`src/rtl/meteor_rng_pkg.sv`:
```
// ----------------------------------------------------------------------------
// meteor_rng_pkg
// Shared definitions for the meteor spawn random source: LFSR polynomial,
// reset/zero-substitution seed, FSM state type and the LFSR step function.
// ----------------------------------------------------------------------------
package meteor_rng_pkg;

  // Galois right-shift taps for x^32 + x^22 + x^2 + x + 1
  localparam logic [31:0] LFSR_TAPS    = 32'h8020_0003;
  // Value after reset, and the substitute when a zero seed is loaded
  localparam logic [31:0] LFSR_DEFAULT = 32'hACE1_2468;

  typedef enum logic {
    IDLE = 1'b0,
    DRAW = 1'b1
  } state_t;

  // One Galois step. Bit 31 of the taps is set, so a nonzero state can never
  // step to zero: either the shift keeps a set bit or bit 31 becomes 1.
  function automatic logic [31:0] lfsr_step(input logic [31:0] cur);
    if (cur[0]) begin
      return (cur >> 1) ^ LFSR_TAPS;
    end else begin
      return cur >> 1;
    end
  endfunction

endpackage

```
`src/rtl/meteor_spawn_rng_lfsr.sv`:
```
// ----------------------------------------------------------------------------
// galois_lfsr32
// Free-running 32-bit Galois LFSR with a synchronous seed load.
// Ports:
//   Clk      - clock
//   Reset    - synchronous, active-high; state returns to LFSR_DEFAULT
//   load     - load load_val at the next edge (priority over the advance)
//   load_val - seed; zero is replaced by LFSR_DEFAULT to keep the state nonzero
//   state    - current LFSR state
// ----------------------------------------------------------------------------
module galois_lfsr32
  import meteor_rng_pkg::*;
(
  input  logic        Clk,
  input  logic        Reset,
  input  logic        load,
  input  logic [31:0] load_val,
  output logic [31:0] state
);

  // LFSR register: reset, seed load, otherwise advance every cycle
  always_ff @(posedge Clk) begin
    if (Reset) begin
      state <= LFSR_DEFAULT;
    end else if (load) begin
      state <= (load_val == 32'd0) ? LFSR_DEFAULT : load_val;
    end else begin
      state <= lfsr_step(state);
    end
  end

endmodule

```
`src/rtl/meteor_spawn_rng.sv`:
```
// ----------------------------------------------------------------------------
// meteor_spawn_rng
// Pseudo-random spawn-parameter source for the meteor slots. A round-robin
// arbiter picks one requesting slot, the FSM draws fields from the LFSR until
// they satisfy the screen/speed rules (or clamps them on the last try) and
// returns them with a one-cycle one-hot valid pulse.
// Ports:
//   Clk, Reset          - clock, synchronous active-high reset
//   seed_load, seed     - reseed the LFSR (seed 0 selects LFSR_DEFAULT)
//   req[N_CH]           - level requests, held until the slot's valid bit
//   valid[N_CH]         - one-hot pulse marking the served slot
//   ch_id               - index of the served slot
//   new_pos             - spawn position, <= POS_MAX while valid
//   x_speed, y_speed    - nonzero speeds while valid
//   sign                - horizontal direction
// ----------------------------------------------------------------------------
module meteor_spawn_rng
  import meteor_rng_pkg::*;
#(
  parameter int POS_W     = 10,
  parameter int SPD_W     = 3,
  parameter int N_CH      = 4,
  parameter int POS_MAX   = 639,
  parameter int MAX_TRIES = 4,
  localparam int CH_W     = (N_CH > 1) ? $clog2(N_CH) : 1
) (
  input  logic             Clk,
  input  logic             Reset,
  input  logic             seed_load,
  input  logic [31:0]      seed,
  input  logic [N_CH-1:0]  req,
  output logic [N_CH-1:0]  valid,
  output logic [CH_W-1:0]  ch_id,
  output logic [POS_W-1:0] new_pos,
  output logic [SPD_W-1:0] x_speed,
  output logic [SPD_W-1:0] y_speed,
  output logic             sign
);

  localparam int TRY_W = (MAX_TRIES > 1) ? $clog2(MAX_TRIES) : 1;
  localparam logic [POS_W-1:0] POS_MAX_V = POS_W'(POS_MAX);
  localparam logic [CH_W:0]    N_CH_V    = (CH_W + 1)'(N_CH);
  localparam logic [CH_W-1:0]  LAST_CH   = CH_W'(N_CH - 1);
  localparam logic [TRY_W-1:0] LAST_TRY  = TRY_W'(MAX_TRIES - 1);

  if (POS_W + 2 * SPD_W > 31) begin : g_chk_width
    $error("meteor_spawn_rng: POS_W + 2*SPD_W must not exceed 31");
  end
  if (N_CH < 1 || N_CH > 16) begin : g_chk_nch
    $error("meteor_spawn_rng: N_CH must be within 1..16");
  end
  if (MAX_TRIES < 1) begin : g_chk_tries
    $error("meteor_spawn_rng: MAX_TRIES must be at least 1");
  end

  state_t           state;
  logic [CH_W-1:0]  rr_ptr;
  logic [CH_W-1:0]  slot;
  logic [TRY_W-1:0] tries;
  logic [31:0]      lfsr;

  galois_lfsr32 u_lfsr (
    .Clk      (Clk),
    .Reset    (Reset),
    .load     (seed_load),
    .load_val (seed),
    .state    (lfsr)
  );

  // Candidate fields straight from the current LFSR state
  logic [POS_W-1:0] cand_pos;
  logic [SPD_W-1:0] cand_x;
  logic [SPD_W-1:0] cand_y;
  logic             pos_ok;
  logic             accept;
  logic             last_try;
  logic [POS_W-1:0] fix_pos;
  logic [SPD_W-1:0] fix_x;
  logic [SPD_W-1:0] fix_y;

  assign cand_pos = lfsr[POS_W-1:0];
  assign cand_x   = lfsr[POS_W+SPD_W-1 -: SPD_W];
  assign cand_y   = lfsr[POS_W+2*SPD_W-1 -: SPD_W];
  assign pos_ok   = (cand_pos <= POS_MAX_V);
  assign accept   = pos_ok && (cand_x != '0) && (cand_y != '0);
  assign last_try = (tries == LAST_TRY);

  // The clamped values equal the candidates whenever the draw is accepted,
  // so they can be registered unconditionally when a result is issued.
  assign fix_pos = pos_ok ? cand_pos : POS_MAX_V;
  assign fix_x   = (cand_x == '0) ? SPD_W'(1) : cand_x;
  assign fix_y   = (cand_y == '0) ? SPD_W'(1) : cand_y;

  // The slot whose valid is high right now is excluded so that one slot
  // cannot be granted again before its requester has seen the pulse.
  logic [N_CH-1:0] req_m;
  logic            grant_any;
  logic [CH_W-1:0] grant_idx;
  logic [CH_W:0]   scan;

  assign req_m = req & ~valid;

  // Round-robin search: first masked request at or after rr_ptr, wrapping
  always_comb begin
    grant_any = 1'b0;
    grant_idx = '0;
    scan      = '0;
    for (int i = 0; i < N_CH; i++) begin
      scan = {1'b0, rr_ptr} + (CH_W + 1)'(i);
      if (scan >= N_CH_V) begin
        scan = scan - N_CH_V;
      end else begin
        scan = scan;
      end
      if (!grant_any && req_m[scan[CH_W-1:0]]) begin
        grant_any = 1'b1;
        grant_idx = scan[CH_W-1:0];
      end else begin
        grant_any = grant_any;
      end
    end
  end

  // Arbitration/draw FSM with registered result fields and valid pulse
  always_ff @(posedge Clk) begin
    if (Reset) begin
      state   <= IDLE;
      rr_ptr  <= '0;
      slot    <= '0;
      tries   <= '0;
      valid   <= '0;
      ch_id   <= '0;
      new_pos <= '0;
      x_speed <= '0;
      y_speed <= '0;
      sign    <= 1'b0;
    end else begin
      valid <= '0;
      case (state)
        IDLE: begin
          if (grant_any) begin
            slot  <= grant_idx;
            tries <= '0;
            state <= DRAW;
          end else begin
            state <= IDLE;
          end
        end
        DRAW: begin
          if (accept || last_try) begin
            new_pos     <= fix_pos;
            x_speed     <= fix_x;
            y_speed     <= fix_y;
            sign        <= lfsr[31];
            valid[slot] <= 1'b1;
            ch_id       <= slot;
            rr_ptr      <= (slot == LAST_CH) ? '0 : slot + CH_W'(1);
            state       <= IDLE;
          end else begin
            tries <= tries + TRY_W'(1);
            state <= DRAW;
          end
        end
        default: begin
          state <= IDLE;
        end
      endcase
    end
  end

endmodule

```
`config.mk`:
```
export PLATFORM = sky130hd
export DESIGN_NAME = meteor_spawn_rng
export DESIGN_NICKNAME = d
export VERILOG_FILES = /design/src/rtl/meteor_rng_pkg.sv /design/src/rtl/meteor_spawn_rng_lfsr.sv /design/src/rtl/meteor_spawn_rng.sv
export SDC_FILE = /design/constraint.sdc
export NUM_CORES = 1
export LEC_CHECK = 0
export BUFFER_PORTS_ARGS = -buffer_cell sky130_fd_sc_hd__buf_2
export CAP_MARGIN = 15
export CORE_ASPECT_RATIO = 1.1
export CORE_MARGIN = 2
export CORE_UTILIZATION = 55
export CTS_CLUSTER_SIZE = 16
export DETAILED_ROUTE_END_ITERATION = 8
export HOLD_SLACK_MARGIN = 0.12
export PLACE_DENSITY = 0.81
export SYNTH_ARGS = -nofsm -noshare
export SYNTH_HDL_FRONTEND = slang
export SYNTH_HIERARCHICAL = 1
export SYNTH_SLANG_ARGS = --single-unit
```
`constraint.sdc`:
```
create_clock -name Clk -period 5.4 [get_ports Clk]
set_clock_uncertainty 0.2 [all_clocks]
set_input_delay 0.27 -clock Clk [delete_from_list [all_inputs] [get_ports Clk]]
set_output_delay 0.27 -clock Clk [all_outputs]
set_load 0.01 [all_outputs]
```
==> metrics.md, run 1 <==
| Metric | Value |
|---|---|
| Synth top area cells | `dfxtp_1 (47%), mux2i_1 (10%), nor2_1 (7.3%)` |
| Flop pwr share | `0.520` |
| DRC errors left | `0` |
| FFs w/ async S/R, synth | `0` |
| VDD IR-drop max | `about 0.18 mV` |
| Top-level port count | `62` |
| WHS Endpoint | `slot[0]$_SDFFE_PP0P_` |
| Net count after synthesis | `between 300 and 400` |
| Via/cell ratio | `between 5 and 6` |
| Setup Crit Path Kind | `flip-flop to flip-flop` |
| Clk slew on worst S/H paths | `roughly 0.060 ns` |
| Die width | `70.3 um` |
| Worst Hold Path Cells | `4` |
| Clock Power Share | `0.309` |
| CTS tree | `built` |
| Met3 WL post-DR | `327 um` |
| Power Dens Cells | `slightly below 300 mW/mm^2` |
| Root Buffer Master | `clkbuf_8` |
| # nets final | `about 400` |
| Total Power | `just under 1000 uW` |
| H-tree depth | `3` |
| Max Freq | `slightly below 400 MHz` |
| Syn_area_per_cell | `9.63 um^2` |
| Clock net sink count | `62` |
| Startpoint types | `flip-flop` |
| Setup violators final | `0` |
| Area growth from synthesis to final layout | `27.6%` |
| Met1 Wirelength | `2700 um` |
| Vert. Die Dim | `just under 80 um` |
| Overflow after GRT | `0` |
| DR iter-0 viols | `127` |
| Final Cycle Share | `0.470` |
| Total Routing Usage GR | `0.247` |
| Rows | `26` |
| Post-synthesis sequential area ratio | `0.467` |
| Relative slew slack | `0.392` |
| WL final | `between 6000 and 7000 um` |
| Top-area cell type share of the netlist area | `0.467` |
| Cell area after synthesis | `0.00266 mm^2` |
| First-pass GRT wire length | `10400 um` |
| Crit path required time | `~5.4 ns` |
| Worst skew pair latency | `roughly 0.34 ns` |
| Number of port buffers | `about 60` |
| YS warnings | `6` |
| Slew @ Worst Pin | `around 0.91 ns` |
| Metal2 WL | `around 3000 um` |
| Layout cells sized above 1 | `0.239` |
| CP Capture Type | `flip-flop` |
| EDFF count, synth | `0` |
| Postcts setup bufs | `0` |
| Worst Path Max Fanout | `24` |
| Flop-to-flop setup slack | `~2.9 ns` |
| Yosys top cell by area | `dfxtp_1` |
| Number of global-route vias before repair | `approximately 2200` |
| Switching share of total power | `0.266` |
| WP data arrival | `around 2.5 ns` |
| Synth Instances | `between 200 and 300` |
| Static Leak | `roughly 0.0014 uW` |
| Core Region | `approximately 0.0047 mm^2` |
| Comb power frac | `0.171` |
| RSZ-0062 raised after global routing | `false` |
| Synth Flop Type | `dfxtp_1` |
| Unique masters post-synth | `33` |
| Fin. Hold Viols | `0` |
| Final Slew Violations | `0` |
| Total CTS buffers | `9` |
| Antenna cells | `0` |
| Post-DP HPWL | `between 3000 and 4000 um` |
| Hold Crit Start | `req[0]` |
| Tmin final | `2.54 ns` |
| Vias | `~2300` |
| Reg-to-reg startpoint | `u_lfsr/state[7]$_SDFF_PP0_` |
| Worst Reg-to-Reg Cells | `5` |
| Post-route ant nets | `0` |
| Wire per inst | `~15 um` |
| Longest Clk Path Bufs | `2` |
| Die area | `0.00541 mm^2` |
| Min-delay worst type | `input port to flip-flop` |
| Max cap viols | `0` |
| Cell-internal power | `~730 uW` |
| Critical R2R Capture | `new_pos[9]$_SDFFE_PP0P_` |
| Initial antenna violation count | `0` |
| Flops & latches, synth | `between 60 and 70` |
| Pin count of the biggest net entering global routing | `75` |
| P_sw | `264 uW` |
| Top Layer Used | `met4` |
| RD Place Congestion | `around 0.76` |
| Drt pass-1 iters | `4` |
| Starting density of the core | `0.572` |
| Status | `finished, final reports clean` |
| Most common cell in the synthesized netlist | `dfxtp_1` |
| Setup TNS | `0 ns` |
| Top post-synthesis cells by count | `dfxtp_1 (62), nor2_1 (52), mux2i_1 (27), a21oi_1 (20), nor3_1 (15)` |
## state kept, by name, summed over array words and instances, names as in the netlist
signal        flops
x_speed           3
new_pos          10
slot              2
state             1
tries             2
valid             4
rr_ptr            2
u_lfsr/state     32
y_speed           3
ch_id             2
sign              1
## stage by stage
step	cells	hold WS (ns)	worst slack, ns	cell area, um^2	utilization
after floorplan	276	0.209	3.55	2660	-
after global placement	377	0.243	2.97	2940	0.632
after detailed placement	377	0.257	2.87	2940	0.632
after CTS	420	0.143	2.86	3390	0.729
after global routing	420	0.193	2.70	3390	0.729
final	420	0.147	2.86	3390	0.729
## metal layers
| metal | up-vias | GRT usage |
|---|---|---|
| met5 | - | 0 |
| met4 | 0 | 0.138 |
| met3 | 24 | 0.0670 |
| met2 | 71 | 0.403 |
| met1 | 1014 | 0.290 |
| li1 | 1141 | - |
## cells by family (layout without fill, tap and decap cells)
group           Yosys count  count (layout)  synth area share
flops                    62              62             0.467
xor+xnor                  3               3           0.00988
fa+ha+maj                 5               5            0.0235
simple gates            115             115             0.225
compound gates           40              40             0.121
mux                      28              28             0.106
buf+inv                  23             111            0.0475
## critical path: stages, from the launching register on
cell and delay (ns):
dfxtp_1 0.32, o21a_1 0.31, a2111oi_4 0.85, buf_4 0.42, mux2i_1 0.25, nor2_1 0.05
## how the worst max path moves through the flow
stage                     cells after the start                       to  slack (ns)                        from
after floorplan                               6    ch_id[0]$_SDFFE_PP0P_        3.55  u_lfsr/state[7]$_SDFF_PP0_
after detailed placement                      5  new_pos[9]$_SDFFE_PP0P_        2.87  u_lfsr/state[7]$_SDFF_PP0_
after global routing                          5  new_pos[9]$_SDFFE_PP0P_        2.70  u_lfsr/state[7]$_SDFF_PP0_
final                                         5  new_pos[9]$_SDFFE_PP0P_        2.86  u_lfsr/state[7]$_SDFF_PP0_
after global placement                        5  new_pos[9]$_SDFFE_PP0P_        2.97  u_lfsr/state[7]$_SDFF_PP0_
after CTS                                     5  new_pos[9]$_SDFFE_PP0P_        2.86  u_lfsr/state[7]$_SDFF_PP0_
## what timing repair did
item	CTS	global route
endpoints found under the hold margin	32	0
hold buffers	32	0
gates resized for setup	0	0
## power groups by stage
stage	clock, uW	sequential [uW]	combinational, uW
2_1_floorplan	0	526	103
3_3_place_gp	0	526	144
3_5_place_dp	0	526	148
4_1_cts	311	517	167
5_1_grt	329	521	186
6_report	307	516	170
## cells in the final DEF (no fill, tap or decap), drive strengths merged
cell	n
a2111oi	1
a211oi	9
a21boi	1
a21oi	20
a41o	1
and2	4
buf	63
clkbuf	11
dfxtp	62
dlygate4sd3	32
ha	5
inv	5
mux2	1
mux2i	27
nand2b	6
nand3	2
nand3b	5
nand4	2
nor2	52
nor2b	3
nor3	15
nor3b	13
nor4	10
o21a	2
o21ai	1
o2bb2ai	2
o311ai	1
o41ai	2
or2	3
xnor2	2
xor2	1
## cell type report
class | instances | area, um^2
tap | 56 | 70.1
timing repair buffer | 95 | 641
clock buffer | 11 | 131
multi-input combinational | 191 | 1290
inverter | 5 | 18.8
sequential | 62 | 1240
fill | 335 | 1260
Power figures use the tool's default switching activity.
==> run 2, diff against run 1 <==
--- a/config.mk
+++ b/config.mk
@@ -5,15 +5,16 @@
 export SDC_FILE = /design/constraint.sdc
 export NUM_CORES = 1
 export LEC_CHECK = 0
+export ABC_AREA = 1
 export BUFFER_PORTS_ARGS = -buffer_cell sky130_fd_sc_hd__buf_2
 export CAP_MARGIN = 15
 export CORE_ASPECT_RATIO = 1.1
 export CORE_MARGIN = 2
-export CORE_UTILIZATION = 55
+export CORE_UTILIZATION = 49
 export CTS_CLUSTER_SIZE = 16
 export DETAILED_ROUTE_END_ITERATION = 8
 export HOLD_SLACK_MARGIN = 0.12
-export PLACE_DENSITY = 0.81
+export PLACE_DENSITY = 0.76
 export SYNTH_ARGS = -nofsm -noshare
 export SYNTH_HDL_FRONTEND = slang
 export SYNTH_HIERARCHICAL = 1
==> constraint.sdc (replaced) <==
create_clock -name Clk -period 2.3 [get_ports Clk]
set_clock_uncertainty 0.2 [all_clocks]
set_input_delay 0.115 -clock Clk [delete_from_list [all_inputs] [get_ports Clk]]
set_output_delay 0.115 -clock Clk [all_outputs]
set_load 0.01 [all_outputs]
==> run 2 against run 1 <==
- the flow now finishes with violations (setup timing)
- global-route usage is 1.7 points higher
- combinational power grew to 3.9 times the previous value
- total power grew to 2.9 times the previous value
- via count is 39% higher
- count of clock-buffer cells in the layout is 1 higher
- first-iteration DRC count is 110% higher
- final area is 16% higher
- non-clock buffer count is 25 higher
- critical endpoint is now u_lfsr/state[26]$_SDFF_PP1_
- largest cell class unchanged
- largest power group unchanged
- highest routed layer unchanged
==> metrics.md, run 2 <==
| Metric | Value |
|---|---|
| Status | `finished, violations left` |
| Total Power | `around 2900 uW` |
| Grt met2 use | `0.471` |
| Longest Clk Path Bufs | `2` |
| Post-route ant nets | `0` |
| WP data arrival | `between 2 and 2.5 ns` |
| Fin. Hold Viols | `0` |
| Worst Reg-to-Reg Cells | `7` |
| Worst path slowest cell | `dlygate4sd3_1` |
| Setup Crit Path Kind | `input port to flip-flop` |
| DP Area | `0.00318 mm^2` |
| Met1 GRT Util | `0.280` |
| H-tree depth | `3` |
| Most common cell in the synthesized netlist | `nor2_1` |
| Worst skew pair latency | `0.34 ns` |
| Setup violators final | `1` |
| Power Dens Cells | `738 mW/mm^2` |
| Footprint of the multi-input gates | `roughly 0.0014 mm^2` |
| Total CTS buffers | `9` |
| WHS Endpoint | `slot[1]$_SDFFE_PP0P_` |
| DR iter-0 viols | `roughly 270` |
| Overflow after GRT | `0` |
| Total Routing Usage GR | `0.264` |
| Core Region | `approximately 0.0057 mm^2` |
| Cell area after synthesis | `between 0.002 and 0.003 mm^2` |
| Die width | `approximately 77 um` |
| Biggest register | `u_lfsr/state` |
| Clk slew on worst S/H paths | `around 0.06 ns` |
| Clock net sink count | `62` |
| DRC errors left | `0` |
| Synth top area cells | `dfxtp_1 (44%), nor2_1 (11%), nand2_1 (8.4%)` |
| Top Registers | `u_lfsr/state: 32 flops, new_pos: 10 flops, valid: 4 flops` |
| Flops & latches, synth | `between 60 and 70` |
| PnR worst setup slack | `-0.0393 ns` |
| Unique masters post-synth | `30` |
| VDD IR-drop max | `between 0.4 and 0.5 mV` |
| Largest register FFs | `32` |
| Static Leak | `approximately 0.0019 uW` |
| Antenna cells | `0` |
| Yosys top cell by area | `dfxtp_1` |
| WL final | `about 8400 um` |
| Net count after synthesis | `around 440` |
| Top post-synthesis cells by count | `nor2_1 (83), nand2_1 (64), dfxtp_1 (62), o21ai_0 (39), inv_1 (35)` |
| Hold Crit Start | `req[2]` |
| Area growth from synthesis to final layout | `38.4%` |
| YS warnings | `6` |
| Vias | `around 3100` |
| Via/cell ratio | `5.26` |
| Flop-to-flop setup slack | `0.43 ns` |
| Crit path required time | `2.38 ns` |
| Most frequent cells in the layout | `nor2_1 (83), nand2_1 (63), dfxtp_1 (62)` |
| Critical R2R Capture | `y_speed[0]$_SDFFE_PP0P_` |
| Top-area cell type share of the netlist area | `0.436` |
| Met3 global-route usage | `0.0595` |
| Synth Instances | `just under 400` |
| Vert. Die Dim | `84.0 um` |
| Place WS | `slightly below 0.5 ns` |
| Finished Cell Area | `~0.004 mm^2` |
| Pin count of the biggest net entering global routing | `33` |
| Worst Hold Path Cells | `9` |
| Die area | `~0.0064 mm^2` |
| CP Launch Point | `seed[28]` |
| Max cap viols | `0` |
| Critical path, cell by cell | `dlygate4sd3_1, buf_2, nor2_1, nand3_1, nor2_1, nand2_4, o21ai_0, nand2_1, dlygate4sd3_1, nand2_1` |
| CTS tree | `built` |
| GR peak layer | `met2` |
| Drt pass-1 iters | `5` |
| Synth Flop Type | `dfxtp_1` |
| # nets final | `between 500 and 600` |
| Worst Path Max Fanout | `13` |
| Post-DP HPWL | `between 4000 and 5000 um` |
| CP Capture Type | `flip-flop` |
| Layout cells sized above 1 | `0.205` |
| Filler Cell Count | `about 450` |
| Top-level port count | `62` |
| Number of port buffers | `61` |
| Starting density of the core | `0.500` |
| Final Slew Violations | `0` |
| Slew @ Worst Pin | `just over 0.5 ns` |
| Startpoint types | `input port` |
| Initial antenna violation count | `0` |
| EDFF count, synth | `0` |
| First-pass GRT wire length | `approximately 13000 um` |
| Postcts setup bufs | `0` |
| Rows | `29` |
| Relative slew slack | `0.662` |
| Failing checks | `setup timing` |
| Post-synthesis sequential area ratio | `0.436` |
| Number of global-route vias before repair | `approximately 3000` |
| Most common cell after layout, fill and taps aside | `nor2_1` |
| Wire per inst | `14.1 um` |
| RD Place Congestion | `0.771` |
| Syn_area_per_cell | `between 7 and 8 um^2` |
| Crit path largest cell delay | `roughly 0.57 ns` |
| Setup TNS | `-0.0393 ns` |
| Max Freq | `about 430 MHz` |
| Min-delay worst type | `input port to flip-flop` |
| Reg-to-reg startpoint | `u_lfsr/state[7]$_SDFF_PP0_` |
| Tmin final | `around 2.3 ns` |
| Root Buffer Master | `clkbuf_8` |
| Final Cycle Share | `1.02` |
| FFs w/ async S/R, synth | `0` |
| Storage element area | `between 0.001 and 0.0015 mm^2` |
-- run 2: changes by cell type in the layout (fill, tap and decap cells not counted), moves of 7 or more --
cell           delta
nor3_1            -7
dlygate4sd3_1    +23
nand2_1          +63
nand3_1          +18
nor2_1           +31
o21ai_1          +10
nor3b_1          -13
mux2i_1          -27
a211oi_2          -9
inv_1            +30
o21ai_0          +37
nor4_1            -9
-- run 2: report_power, final --
group | switching, uW | total (uW) | internal [uW]
Sequential | 78.0 | 1260 | 1180
Clock | 424 | 978 | 554
Combinational | 388 | 671 | 283
-- run 2: cell type report --
| type | count | share of cell area |
|---|---|---|
| multi-input cells | 281 | 0.347 |
| flip-flops and latches | 62 | 0.315 |
| repair buffers | 120 | 0.227 |
| clock buffers | 12 | 0.0394 |
| inverters | 38 | 0.0368 |
| well taps | 77 | 0.0244 |
| clock inverters | 4 | 0.0114 |
-- run 2: stage by stage --
| step | util | cells | hold slack [ns] |
|---|---|---|---|
| 3_5_place_dp | 0.558 | 523 | 0.160 |
| 4_1_cts | 0.689 | 594 | 0.240 |
| 2_1_floorplan | - | 398 | 0.0499 |
| 3_3_place_gp | 0.558 | 523 | 0.154 |
| 6_report | 0.692 | 594 | 0.233 |
| 5_1_grt | 0.692 | 594 | 0.265 |
-- run 2: repair_timing --
item | 4_1_cts | 5_1_grt
endpoints found under the setup margin | 0 | 15
hold endpoints to repair | 35 | 0
resized for setup | 0 | 5
hold buffers | 55 | 0
-- run 2: worst max-delay path by stage --
stage	endpoint	slack, ns	depth (start not counted)
final	u_lfsr/state[26]$_SDFF_PP1_	-0.04	10
after global routing	u_lfsr/state[26]$_SDFF_PP1_	-0.01	10
after CTS	u_lfsr/state[1]$_SDFF_PP0_	0.06	7
after detailed placement	y_speed[0]$_SDFFE_PP0P_	0.48	7
after global placement	x_speed[0]$_SDFFE_PP0P_	0.52	7
after floorplan	slot[0]$_SDFFE_PP0P_	0.78	11
-- run 2: critical path: cells and delay by family --
family	cells	cell delay (ns)
buffers and inverters	3	1.25
AND/OR/NAND/NOR	6	0.80
AO/OA/AOI/OAI	1	0.26
-- run 2: kinds of logic (layout without fill, tap and decap cells) --
group | after synthesis | count (layout) | synth area share
AND/OR/NAND/NOR | 190 | 190 | 0.285
flip-flops | 62 | 62 | 0.436
AO/OA/AOI/OAI | 84 | 84 | 0.164
XOR/XNOR | 2 | 2 | 0.00615
adder cells (fa/ha/maj) | 5 | 5 | 0.0220
buffers and inverters | 55 | 174 | 0.0874
-- run 2: per-layer routing --
layer,share of wire,vias up
li1,-,1499
met1,0.39,1407
met2,0.49,174
met3,0.068,44
met4,0.048,0
met5,0,-
